[src/rtl/seqdet_pkg.sv]
// Shared definitions for the 1011 detector and its hit logger.
// Latency: n/a (types and constants only).
// Backpressure: n/a.
package seqdet_pkg;

    localparam int TS_W_DEF  = 16;
    localparam int CNT_W_DEF = 8;
    localparam int DEPTH_DEF = 4;

    typedef logic [TS_W_DEF-1:0] ts_t;

    // Detector progress through the 1011 pattern, as probed on outstate.
    typedef enum logic [1:0] {
        DET_IDLE   = 2'b00,
        DET_GOT1   = 2'b01,
        DET_GOT10  = 2'b10,
        DET_GOT101 = 2'b11
    } det_state_t;

endpackage

[src/rtl/seq_hit_logger_fifo.sv]
// Synchronous first-word-fall-through FIFO for hit timestamps.
// Latency: push visible at head one cycle later; pop advances head next cycle.
// Backpressure: push while full is ignored unless a pop happens in the same cycle.
module hit_fifo #(
    parameter int W     = 16,
    parameter int DEPTH = 4
) (
    input  logic                     clk,
    input  logic                     rst_n,
    input  logic                     clr,
    input  logic                     push,
    input  logic                     pop,
    input  logic [W-1:0]             din,
    output logic [W-1:0]             dout,
    output logic                     valid,
    output logic [$clog2(DEPTH):0]   level,
    output logic                     full
);

    localparam int AW = $clog2(DEPTH);

    logic [W-1:0]  mem_q [DEPTH];
    logic [AW-1:0] wr_ptr_q, wr_ptr_d;
    logic [AW-1:0] rd_ptr_q, rd_ptr_d;
    logic [AW:0]   level_q, level_d;
    logic          do_push, do_pop;

    assign valid   = (level_q != '0);
    assign full    = (level_q == (AW+1)'(DEPTH));
    assign level   = level_q;
    // Pop frees a slot in the same cycle, so a full FIFO can still accept.
    assign do_pop  = pop & valid;
    assign do_push = push & (~full | do_pop);
    // Head is forced to zero when empty so reset and clear show a clean bus.
    assign dout    = valid ? mem_q[rd_ptr_q] : '0;

    // Pointer and level next-state; clear overrides push and pop.
    always_comb begin
        wr_ptr_d = wr_ptr_q;
        rd_ptr_d = rd_ptr_q;
        level_d  = level_q;
        if (clr) begin
            wr_ptr_d = '0;
            rd_ptr_d = '0;
            level_d  = '0;
        end else begin
            if (do_push) wr_ptr_d = wr_ptr_q + AW'(1);
            if (do_pop)  rd_ptr_d = rd_ptr_q + AW'(1);
            level_d = level_q + (AW+1)'(do_push) - (AW+1)'(do_pop);
        end
    end

    // Pointer and level registers.
    always_ff @(posedge clk or negedge rst_n) begin
        if (!rst_n) begin
            wr_ptr_q <= '0;
            rd_ptr_q <= '0;
            level_q  <= '0;
        end else begin
            wr_ptr_q <= wr_ptr_d;
            rd_ptr_q <= rd_ptr_d;
            level_q  <= level_d;
        end
    end

    // Storage array; contents are only observed through valid entries.
    always_ff @(posedge clk) begin
        if (do_push && !clr) mem_q[wr_ptr_q] <= din;
    end

endmodule

[src/rtl/seq_hit_logger.sv]
// Timestamps each rising edge of the detector output and queues it for readout.
// Latency: hit visible on ts_valid/hit_count one cycle after y_in rises.
// Backpressure: ts_valid/ts_ready; hits arriving while full are dropped and flagged.
module seq_hit_logger
    import seqdet_pkg::*;
#(
    parameter int TS_W  = TS_W_DEF,
    parameter int CNT_W = CNT_W_DEF,
    parameter int DEPTH = DEPTH_DEF
) (
    input  logic                     clk,
    input  logic                     rst_n,
    input  logic                     clr,
    input  logic                     y_in,
    output logic                     ts_valid,
    output logic [TS_W-1:0]          ts_data,
    input  logic                     ts_ready,
    output logic [CNT_W-1:0]         hit_count,
    output logic                     overflow,
    output logic [$clog2(DEPTH):0]   fifo_level
);

    logic [TS_W-1:0]  ts_q, ts_d;
    logic [CNT_W-1:0] cnt_q, cnt_d;
    logic             ovf_q, ovf_d;
    logic             y_q;
    logic             hit, pop, full;

    // A level held high counts once: only the 0->1 transition is a hit.
    assign hit = y_in & ~y_q;
    assign pop = ts_valid & ts_ready;

    hit_fifo #(
        .W     (TS_W),
        .DEPTH (DEPTH)
    ) u_fifo (
        .clk   (clk),
        .rst_n (rst_n),
        .clr   (clr),
        .push  (hit & ~clr),
        .pop   (ts_ready),
        .din   (ts_q),
        .dout  (ts_data),
        .valid (ts_valid),
        .level (fifo_level),
        .full  (full)
    );

    // Timestamp, saturating counter and sticky drop flag next-state.
    always_comb begin
        ts_d  = ts_q + TS_W'(1);
        cnt_d = cnt_q;
        ovf_d = ovf_q;
        if (clr) begin
            ts_d  = '0;
            cnt_d = '0;
            ovf_d = 1'b0;
        end else if (hit) begin
            if (cnt_q != '1) cnt_d = cnt_q + CNT_W'(1);
            if (full && !pop) ovf_d = 1'b1;
        end
    end

    // State registers; y_q keeps tracking y_in through clear.
    always_ff @(posedge clk or negedge rst_n) begin
        if (!rst_n) begin
            ts_q  <= '0;
            cnt_q <= '0;
            ovf_q <= 1'b0;
            y_q   <= 1'b0;
        end else begin
            ts_q  <= ts_d;
            cnt_q <= cnt_d;
            ovf_q <= ovf_d;
            y_q   <= y_in;
        end
    end

    assign hit_count = cnt_q;
    assign overflow  = ovf_q;

endmodule
[config.mk]
export PLATFORM = sky130hd
export DESIGN_NAME = seq_hit_logger
export DESIGN_NICKNAME = d
export VERILOG_FILES = /design/src/rtl/seqdet_pkg.sv /design/src/rtl/seq_hit_logger_fifo.sv /design/src/rtl/seq_hit_logger.sv
export SDC_FILE = /design/constraint.sdc
export NUM_CORES = 1
export LEC_CHECK = 0
export CAP_MARGIN = 20
export CORE_ASPECT_RATIO = 1.75
export CORE_UTILIZATION = 62
export DETAILED_ROUTE_END_ITERATION = 7
export GPL_TIMING_DRIVEN = 0
export HOLD_SLACK_MARGIN = 0.03
export PLACE_DENSITY = 0.84
export SETUP_SLACK_MARGIN = 0.02
export SYNTH_ARGS = -nofsm -noshare
export SYNTH_HDL_FRONTEND = slang
export SYNTH_SLANG_ARGS = --single-unit
export TNS_END_PERCENT = 1
[constraint.sdc]
create_clock -name clk -period 5.5 [get_ports clk]
set_clock_uncertainty 0.15 [all_clocks]
set_input_delay 0.55 -clock clk [delete_from_list [all_inputs] [get_ports clk]]
set_output_delay 0.55 -clock clk [all_outputs]
set_load 0.01 [all_outputs]
# [Word level (Yosys, flattened, before mapping)]
# Memory sizes are Yosys's and may differ from the RTL's.
# Cells that the tools add are included.
[totals] out_inout_bits=29 in_bits=5 latchBits=0 register_bits=33 n_memories=1 wordCells=51 mem_bits_rw=64 mem_bits_ro=0
[op_classes] n_bitwise=8 reduce_logical=12 n_shift=0 n_mux=15 div=0 n_mul=0 magnitude_cmp=0 n_eq_ne=2 add_sub_neg=6
[mem_list] memory="u_fifo.mem_q" depth=4 word_bits=16 rd=1 rd_ports_with_merged_regs=0 wr=1 line_no="seq_hit_logger_fifo.sv:22" text="logic [W-1:0] mem_q [DEPTH];"
[op_table] operator="$mux 16" count=2
[op_table] operator="$mux 8" count=3
[op_table] operator="$add 16x1->16 const B" count=1
[op_table] operator="$reduce_bool 2->1" count=5
[op_table] operator="$add 8x1->8 const B" count=1
[op_table] operator="$mux 2" count=4
[op_table] operator="$ne 8x8->1 const B" count=1
[op_table] operator="$mux 1" count=5
[op_table] operator="$add 2x1->2 const B" count=2
[op_table] operator="$and 1x1->1" count=4
[op_table] operator="$reduce_and 2->1" count=2
[op_table] operator="$add 3x1->3" count=1
[op_table] operator="$eq 3x3->1 const B" count=1
[op_table] operator="$mux 3" count=1
[op_table] operator="$not 1->1" count=3
[op_table] operator="$reduce_bool 3->1" count=1
[op_table] operator="$sub 3x1->3" count=1
[op_table] operator="$logic_and 1x1->1" count=2
[op_table] operator="$logic_not 1->1" count=2
[op_table] operator="$or 1x1->1" count=1

# [Logic depth before layout (Yosys ltp)]
# Gate-level depths: netlist (run 1).
[depth] ltp_word=7 depth_mapped=11 ltp_nobuf=10

# [Hierarchy]
# Synthesis (run 1) repeated with hierarchy kept, for this count alone.
[unflattened] hier_cells=275 hier_area_um2=4227.8
[by_module_without_submodules] mod="hit_fifo" cells_each=148 area_per_inst_um2=2945.3 n_inst=1 seq_area_each_um2=2097.0
[by_module_without_submodules] mod="seq_hit_logger" cells_each=127 area_per_inst_um2=1282.5 n_inst=1 seq_area_each_um2=650.6

# [Worst setup path after synthesis (run 1)]
# OpenSTA, ideal clock, no wires.
[synth_path] path_kind="flip-flop to flip-flop" startpoint="register u_fifo.level_q[1], in the netlist u_fifo.level[1]" endpoint="register u_fifo.level_q[2], in the netlist u_fifo.level[2]" stages_incl_launch_ff=12 required_ps=5218 setup_time_ps=132 setup_slack_ps=2937 t_arrival_ps=2281 path_cell_list="dfrtp_1 or3_1 buf_2 and2_4 ha_1 inv_1 ha_1 inv_1 fa_1 xor2_1 xnor2_1 nor2_1"
[synth_via] elab_chain_cells=7 word_cells_on_any_way=9 classes_between="add/sub: 2; eq/ne: 1; mux: 1; bitwise: 4; reduce/logical: 1"
[synth_rtl] item="start, declared" line_no="seq_hit_logger_fifo.sv:25" text="logic [AW:0] level_q, level_d;"
[synth_rtl] item="start signal, assigned" line_no="seq_hit_logger_fifo.sv:62" text="level_q <= level_d;"
[synth_rtl] item="$reduce_bool 3->1 or $eq 3x3->1 (tied branches)" line_no="seq_hit_logger_fifo.sv:28, seq_hit_logger_fifo.sv:29"
[synth_rtl] item="$and 1x1->1 or $not 1->1 (tied branches)" line_no="seq_hit_logger_fifo.sv:32, seq_hit_logger_fifo.sv:33"
[synth_rtl] item="$or 1x1->1" line_no="seq_hit_logger_fifo.sv:33" text="assign do_push = push & (~full | do_pop);"
[synth_rtl] item="$and 1x1->1" line_no="seq_hit_logger_fifo.sv:33"
[synth_rtl] item="$add 3x1->3" line_no="seq_hit_logger_fifo.sv:49" text="level_d = level_q + (AW+1)'(do_push) - (AW+1)'(do_pop);"
[synth_rtl] item="$sub 3x1->3 (*)" line_no="seq_hit_logger_fifo.sv:49"
[synth_rtl] item="$mux 3 (*)" line_no="seq_hit_logger_fifo.sv:42" text="if (clr) begin"
[synth_rtl] item="named net u_fifo.level_d[2]" line_no="seq_hit_logger_fifo.sv:25"
# The timed path passes the listed nets; every way through them passes the cells marked *.
# A chain may end at the register's enable or synchronous reset.

# [Final worst setup path (run 1)]
[layout_path] startpoint="register u_fifo.level_q[1], in the netlist u_fifo.level[1]" endpoint="output port ts_data[11]"
[layout_via] elab_chain_cells=2
[layout_rtl] item="$reduce_bool 3->1" line_no="seq_hit_logger_fifo.sv:28" text="assign valid = (level_q != '0);"
[layout_rtl] item="$mux 16" line_no="seq_hit_logger_fifo.sv:35" text="assign dout = valid ? mem_q[rd_ptr_q] : '0;"
[layout_rtl] item="end, declared" line_no="seq_hit_logger.sv:16" text="output logic [TS_W-1:0] ts_data,"
# Every way passes these cells.

==> results by group, run 1 <==
Status
  – Outcome: finished clean

Logic synthesis
  – Post-synthesis xor/xnor area fraction: 3.770%
  – Ys async rst share: between 30% and 40%
  – Adder-cell share of the synthesized area: about 2.9%
  – Post-synth top area share: roughly 46%
  – Synth Register Bits: 97
  – Post-synth EDFFs: 64
  – Post-synthesis mux area share: just over 10%
  – Library cells used by synthesis: 41
  – Mapped cell area: 0.004182 mm2
  – Mean Syn Cell Area: ~15 um2
  – Post-synthesis simple-gate area fraction: about an eighth
  – Largest family of logic cells by synthesized area: simple AND/OR/NAND/NOR gates
  – Ys Warns: 0
  – Main synth FF type: edfxtp_1
  – Synth area leader: edfxtp_1
  – Register area share after synthesis: between 60% and 70%
  – Compound-cell area share of the yosys netlist: under 10%
  – Synth Net Count: around 290
  – Largest cells by area after synthesis: edfxtp_1, dfrtp_1, mux4_1
  – Post-synthesis cell count: 271

Routing
  – Via Count: about 2300
  – Drt wl/cell: around 18 um
  – Drc violations: 0
  – Vias per inst: 5.820
  – 1st-iter DRT viols: a little over 100
  – Pre-antenna DRT Iters: 4
  – DRT Wirelength: roughly 7300 um
  – Final ANT Viol Nets: 0

Timing
  – Hold Fails Final Rpt: 0
  – Max_slew headroom: 41.66%
  – Final setup fails: 0
  – Final worst path period share: about 54%
  – Worst Tran Pin Value: about 900 ps
  – Setup WS post-layout: ~2500 ps
  – TNS Setup: 0 ps
  – RSZ-0062 raised after global routing: false
  – Final min period: between 2000 and 3000 ps
  – Peak Freq: roughly 340 MHz
  – Max Slew Vio Count: 0

Worst setup path
  – RR Startpoint: u_fifo.level[1]$_DFF_PN0_
  – Worst setup EP type: output port
  – Startpoint type of the worst setup path: flip-flop
  – Slowest-stage cell, CP: clkdlybuf4s50_1
  – Req. time, crit path: 4800 ps
  – CP arrival: roughly 2300 ps
  – Max incr delay on CP: 480 ps
  – R2R setup slack: approximately 2800 ps
  – FF-to-FF path depth: 11
  – CP Class: flip-flop to output port
  – R2r endpoint: u_fifo.level[2]$_DFF_PN0_
  – Crit path cell chain: or3_1 > buf_2 > clkbuf_1 > and2_1 > clkdlybuf4s50_1
  – CP max FO: 10

Clock tree
  – Clock root buffer: clkbuf_16
  – Resized cells post-CTS: 0
  – CTS Buf Count: 9
  – H-tree depth: 3
  – CTS max path bufs: 2
  – TritonCTS clock tree: yes
  – CTS clock-pin slew for the worst setup and hold paths: ~60 ps
  – # Post-CTS Setup Buffers: 0
  – Num Clock Sinks: between 90 and 100
  – Clk Latency, worst-skew pair: between 300 and 400 ps
  – Post-CTS Hold Buffers: 0

Die
  – Row count: 39
  – Die Height: about 110 um
  – Initial core utilization: about 64%
  – Core area: about 0.0065 mm2
  – I/O pins: 34
  – Die Wd: 64.08 um
  – Die Area: a little over 0.007 mm2

Pwr
  – PwrDens: between 300 and 400 mW/mm2
  – Total power: roughly 1.9 mW
  – Maximum vdd drop: 252.1 uV
  – Leakage: 1.780 nW

Placed design
  – IO Port Bufs: 32
  – HPWL after DPL: 4662 um
  – Setup WS pre-CTS: around 2500 ps
  – Gpl congestion: between 0.7 and 0.8

Global route
  – Number of global-route vias before repair: approximately 2400
  – Total grt overflow: 0
  – Total GRT Usage: around a quarter
  – Largest net degree at the start of global routing: 34
  – Global-route wire length before repair: ~12000 um
  – Initial antenna violation count: 0

Cells and area
  – Antenna diodes: 0
  – Fillers: approximately 410
  – Final #Nets: 328
  – Syn-to-layout area delta: 16.55%
  – Layout cell share with drive strength beyond 1: 12.85%

Flow run
  – Max Cap Viol: 0

Worst hold path
  – Hold Crit Class: input pin to async pin
cells in the mapped netlist, drive strengths merged (4+ instances only):
master / n
nand3: 10
dfrtp: 33
inv: 8
xor2: 4
buf: 5
a21oi: 5
nor2b: 5
edfxtp: 64
nor2: 31
clkbuf: 6
xnor2: 14
and2: 21
ha: 8
nor3: 9
nand2: 6
mux4: 16
kinds of logic (layout without fill, tap and decap cells):
group,after synthesis,after routing
flops,97,97
simple gates,95,95
mux,20,20
buf+inv,19,67
xor+xnor,18,18
compound gates,13,13
fa+ha+maj,9,9
worst max-delay path: cells and delay by family, from the launching register on:
| kind | cells | cell delay [ps] |
|---|---|---|
| buffers and inverters | 3 | 900 |
| AND/OR/NAND/NOR | 2 | 570 |
| flip-flops | 1 | 450 |
layout make-up:
type                    instances  area (um2)  share of cell area [%]
flip-flops and latches         97        2748                   56.38
multi-input cells             155        1334                   27.37
repair buffers                 32       315.3                   6.470
clock buffers                  11       242.7                   4.981
well taps                      82       102.6                   2.105
plain buffers                  11       70.07                   1.438
clock inverters                 5       31.28                  0.6418
inverters                       8       30.03                  0.6162
sequential cells by signal, summed over array words and instances (netlist names):
signal and count:
hit_count 8, overflow 1, ts_q 16, u_fifo.level 3
u_fifo.mem_q 64, u_fifo.rd_ptr_q 2, u_fifo.wr_ptr_q 2, y_q 1
worst max-delay path by stage:
stage	start	end	slack, ps
6_report	u_fifo.level[1]$_DFF_PN0_	ts_data[11]	2530
5_1_grt	u_fifo.level[1]$_DFF_PN0_	ts_data[11]	2380
4_1_cts	u_fifo.level[1]$_DFF_PN0_	ts_data[11]	2500
3_5_place_dp	y_in	u_fifo.mem_q[1][1]$_DFFE_PP_	2500
3_3_place_gp	y_in	u_fifo.mem_q[0][0]$_DFFE_PP_	2600
2_1_floorplan	u_fifo.level[1]$_DFF_PN0_	u_fifo.level[2]$_DFF_PN0_	2940
through the flow:
stage	std cells	hold WS (ps)	area, um2	utilization (%)
2_1_floorplan	271	104.4	4182	-
3_3_place_gp	385	337.1	4604	70.42
3_5_place_dp	385	364.3	4599	70.34
4_1_cts	401	126.3	4873	74.53
5_1_grt	401	167.5	4873	74.53
6_report	401	109.0	4873	74.53
metal layers:
metal / global-route usage [%] / part of all wire, % / vias to the layer above
met2: 39.79 / 56 / 68
li1: - / - / 1081
met4: 11.06 / 1.8 / 0
met5: 0 / 0 / -
met1: 26.91 / 39 / 1175
met3: 5.785 / 4.0 / 10
cell usage in the layout, fill, tap and decap left out, types with 3 or more instances in the layout:
cell,Yosys,layout
buf_2,3,4
inv_1,8,8
nand2_1,6,6
ha_1,8,8
nor2b_1,5,5
clkdlybuf4s50_1,0,31
nor2_1,31,31
nor4_2,3,3
mux4_2,8,8
dfrtp_1,33,33
xnor2_1,14,14
a21oi_1,5,5
nor3_1,9,9
edfxtp_1,64,64
mux4_1,8,8
clkbuf_16,0,9
and2_1,20,20
mux2i_1,3,3
clkbuf_1,5,6
clkinv_2,0,3
xor2_1,4,4
nand3_1,8,8
report_power, final:
group	leakage (nW)	internal, mW	switching (mW)
Clock	0.135	0.317	0.252
Combinational	0.599	0.296	0.216
Sequential	1.05	0.801	0.0238
Total	1.78	1.41	0.491
(Power assumes the default switching activity.)
==> run 2, diff against run 1 <==
--- a/config.mk
+++ b/config.mk
@@ -7,11 +7,11 @@
 export LEC_CHECK = 0
 export CAP_MARGIN = 20
 export CORE_ASPECT_RATIO = 1.75
-export CORE_UTILIZATION = 62
+export CORE_UTILIZATION = 57
 export DETAILED_ROUTE_END_ITERATION = 7
 export GPL_TIMING_DRIVEN = 0
 export HOLD_SLACK_MARGIN = 0.03
-export PLACE_DENSITY = 0.84
+export PLACE_DENSITY = 0.78
 export SETUP_SLACK_MARGIN = 0.02
 export SYNTH_ARGS = -nofsm -noshare
 export SYNTH_HDL_FRONTEND = slang
==> constraint.sdc (replaced) <==
create_clock -name clk -period 3 [get_ports clk]
set_clock_uncertainty 0.15 [all_clocks]
set_input_delay 0.3 -clock clk [delete_from_list [all_inputs] [get_ports clk]]
set_output_delay 0.3 -clock clk [all_outputs]
set_load 0.01 [all_outputs]
==> run 2 against run 1 <==
Global-route usage decreased by 1.1 points. First-iteration DRC count fell by 53%. Count of clock-buffer cells in the layout is 2 lower. Design area is 1.2% higher. Utilization is 5.3 points lower. Sequential cell count unchanged. Die area up 8.6%. Hold slack gained 210 ps. Critical path depth up 6. Sequential power is 83% higher. Via count shrank 1.0%. Highest routed layer unchanged.
==> results by group, run 2 (synthesis gave the netlist of run 1 again) <==
Status
  – Outcome: finished clean

Flow run
  – Max Cap Viol: 0

Routing
  – Vias per inst: between 5 and 6
  – DRT Wirelength: 7409 um
  – Drc violations: 0
  – Via Count: 2310
  – Pre-antenna DRT Iters: 4
  – Final ANT Viol Nets: 0
  – Drt wl/cell: approximately 18 um
  – 1st-iter DRT viols: 48

Timing
  – Hold Fails Final Rpt: 0
  – Final setup fails: 0
  – Max_slew headroom: around 39%
  – Final min period: roughly 2700 ps
  – Final worst path period share: between 90% and 100%
  – RSZ-0062 raised after global routing: false
  – Peak Freq: 367.4 MHz
  – Max Slew Vio Count: 0
  – Hold Slack: 315.2 ps
  – Worst Tran Pin Value: about 910 ps
  – TNS Setup: 0 ps

Global route
  – Largest net degree at the start of global routing: 34
  – GR met3 Demand/Resource: under 10%
  – Met1 Use GR: about a quarter
  – Total GRT Usage: ~22%
  – Initial antenna violation count: 0
  – GRT Max-Usage Layer: met2
  – Number of global-route vias before repair: around 2300
  – Total grt overflow: 0
  – Global-route wire length before repair: ~12000 um
  – Met2 Usage GRT: about 39%

Cells and area
  – Antenna diodes: 0
  – Max FFs per register: 64
  – Commonest non-fill, non-tap cell in the layout: edfxtp_1
  – Final instance area: a little under 0.005 mm2
  – Most frequent cells in the layout: edfxtp_1, dfrtp_1, nor2_1, clkdlybuf4s50_1, and2_1
  – Syn-to-layout area delta: 17.98%
  – Largest Register: u_fifo.mem_q
  – Layout cell share with drive strength beyond 1: between 10% and 20%
  – Final #Nets: 329

Pwr
  – Power share of the combinational group: between 20% and 30%
  – Clock share of power: around a third
  – PwrDens: 740.4 mW/mm2
  – Switching share of power: around 25%
  – Leakage: between 1.5 and 2 nW
  – Sequential fraction of design power: roughly two fifths
  – P_sw: a little over 0.9 mW
  – Pint: 2.741 mW
  – Maximum vdd drop: about 620 uV

Die
  – Die Wd: about 67 um
  – Core area: 0.007131 mm2
  – Die Area: 0.007696 mm2
  – Initial core utilization: between 50% and 60%
  – I/O pins: 34
  – Row count: 41
  – Die Height: around 120 um

Worst setup path
  – Crit path cell chain: or3_1 > buf_2 > and2_4 > ha_1 > inv_1 > ha_1 > inv_1 > fa_1 > xor2_1 > xnor2_1 > nor2_1
  – CP max FO: 10
  – Worst setup EP type: flip-flop
  – Startpoint type of the worst setup path: flip-flop
  – CP arrival: approximately 2800 ps
  – Req. time, crit path: 3050 ps
  – Max incr delay on CP: around 450 ps
  – Slowest-stage cell, CP: dfrtp_1
  – CP Class: flip-flop to flip-flop

Clock tree
  – H-tree depth: 3
  – CTS Buf Count: 9
  – CTS clock-pin slew for the worst setup and hold paths: around 60 ps
  – # Post-CTS Setup Buffers: 0
  – CTS max path bufs: 2
  – TritonCTS clock tree: yes
  – Clk Latency, worst-skew pair: around 340 ps
  – Num Clock Sinks: 97
  – Clock root buffer: clkbuf_16

Placed design
  – Cell Area, Placed: between 0.004 and 0.005 mm2
  – Gpl congestion: slightly above 0.8
  – HPWL after DPL: approximately 4700 um
  – IO Port Bufs: 32

Worst hold path
  – Hold Crit Class: input pin to flip-flop
-- run 2: cell type report --
type | instances | area, um2
multi-input combinational | 155 | 1334
timing repair buffer | 33 | 325.3
clock buffer | 9 | 225.2
clock inverter | 7 | 93.84
tap | 86 | 107.6
sequential | 97 | 2748
buffer | 11 | 70.07
fill | 483 | 2197
inverter | 8 | 30.03
-- run 2: worst paths after layout --
kind                            cells after the start                      start  slack (ps)                              to
max in group asynchronous                           2                      rst_n        1810               ts_q[5]$_DFF_PN0_
worst max register to register                     11  u_fifo.level[1]$_DFF_PN0_         280       u_fifo.level[2]$_DFF_PN0_
min in group asynchronous                           2                      rst_n         410  u_fifo.wr_ptr_q[1]$_DFFE_PN0P_
worst min-delay path                                3                        clr         320        hit_count[5]$_DFFE_PN0P_
worst min register to register                      2       overflow$_DFFE_PN0P_         370            overflow$_DFFE_PN0P_
worst max-delay path                               11  u_fifo.level[1]$_DFF_PN0_         280       u_fifo.level[2]$_DFF_PN0_
-- run 2: layer usage --
layer	share of wire (%)	vias to the layer above
met5	0	-
met3	4.3	15
li1	-	1084
met4	2.6	0
met1	37	1148
met2	57	63
-- run 2: metrics by stage --
step	power (mW)	instances	worst slack, ps	util, %
4_1_cts	3.695	406	252.8	69.19
6_report	3.653	406	278.5	69.19
3_3_place_gp	2.469	389	262.8	64.64
5_1_grt	3.821	406	70.65	69.19
3_5_place_dp	2.491	389	230.9	64.57
2_1_floorplan	2.084	271	436.8	-
-- run 2: timing repair --
action | CTS | global route
gates resized for setup | 0 | 0
hold buffers | 1 | 0
hold endpoints to repair | 33 | 0
-- run 2: worst max-delay path: cells and delay by family (launching register included) --
family | cells | cell delay, ps
adder cells (fa/ha/maj) | 3 | 770
AND/OR/NAND/NOR | 3 | 590
flip-flops | 1 | 450
XOR/XNOR | 2 | 330
buffers and inverters | 3 | 300
-- run 2: power by group through the flow --
stage	Sequential, mW	Clock, mW	Combinational (mW)
finish	1.51	1.20	0.943
detailed placement	1.54	0	0.953
floorplan	1.54	0	0.546
global route	1.52	1.27	1.04
CTS	1.51	1.22	0.961
global placement	1.54	0	0.933
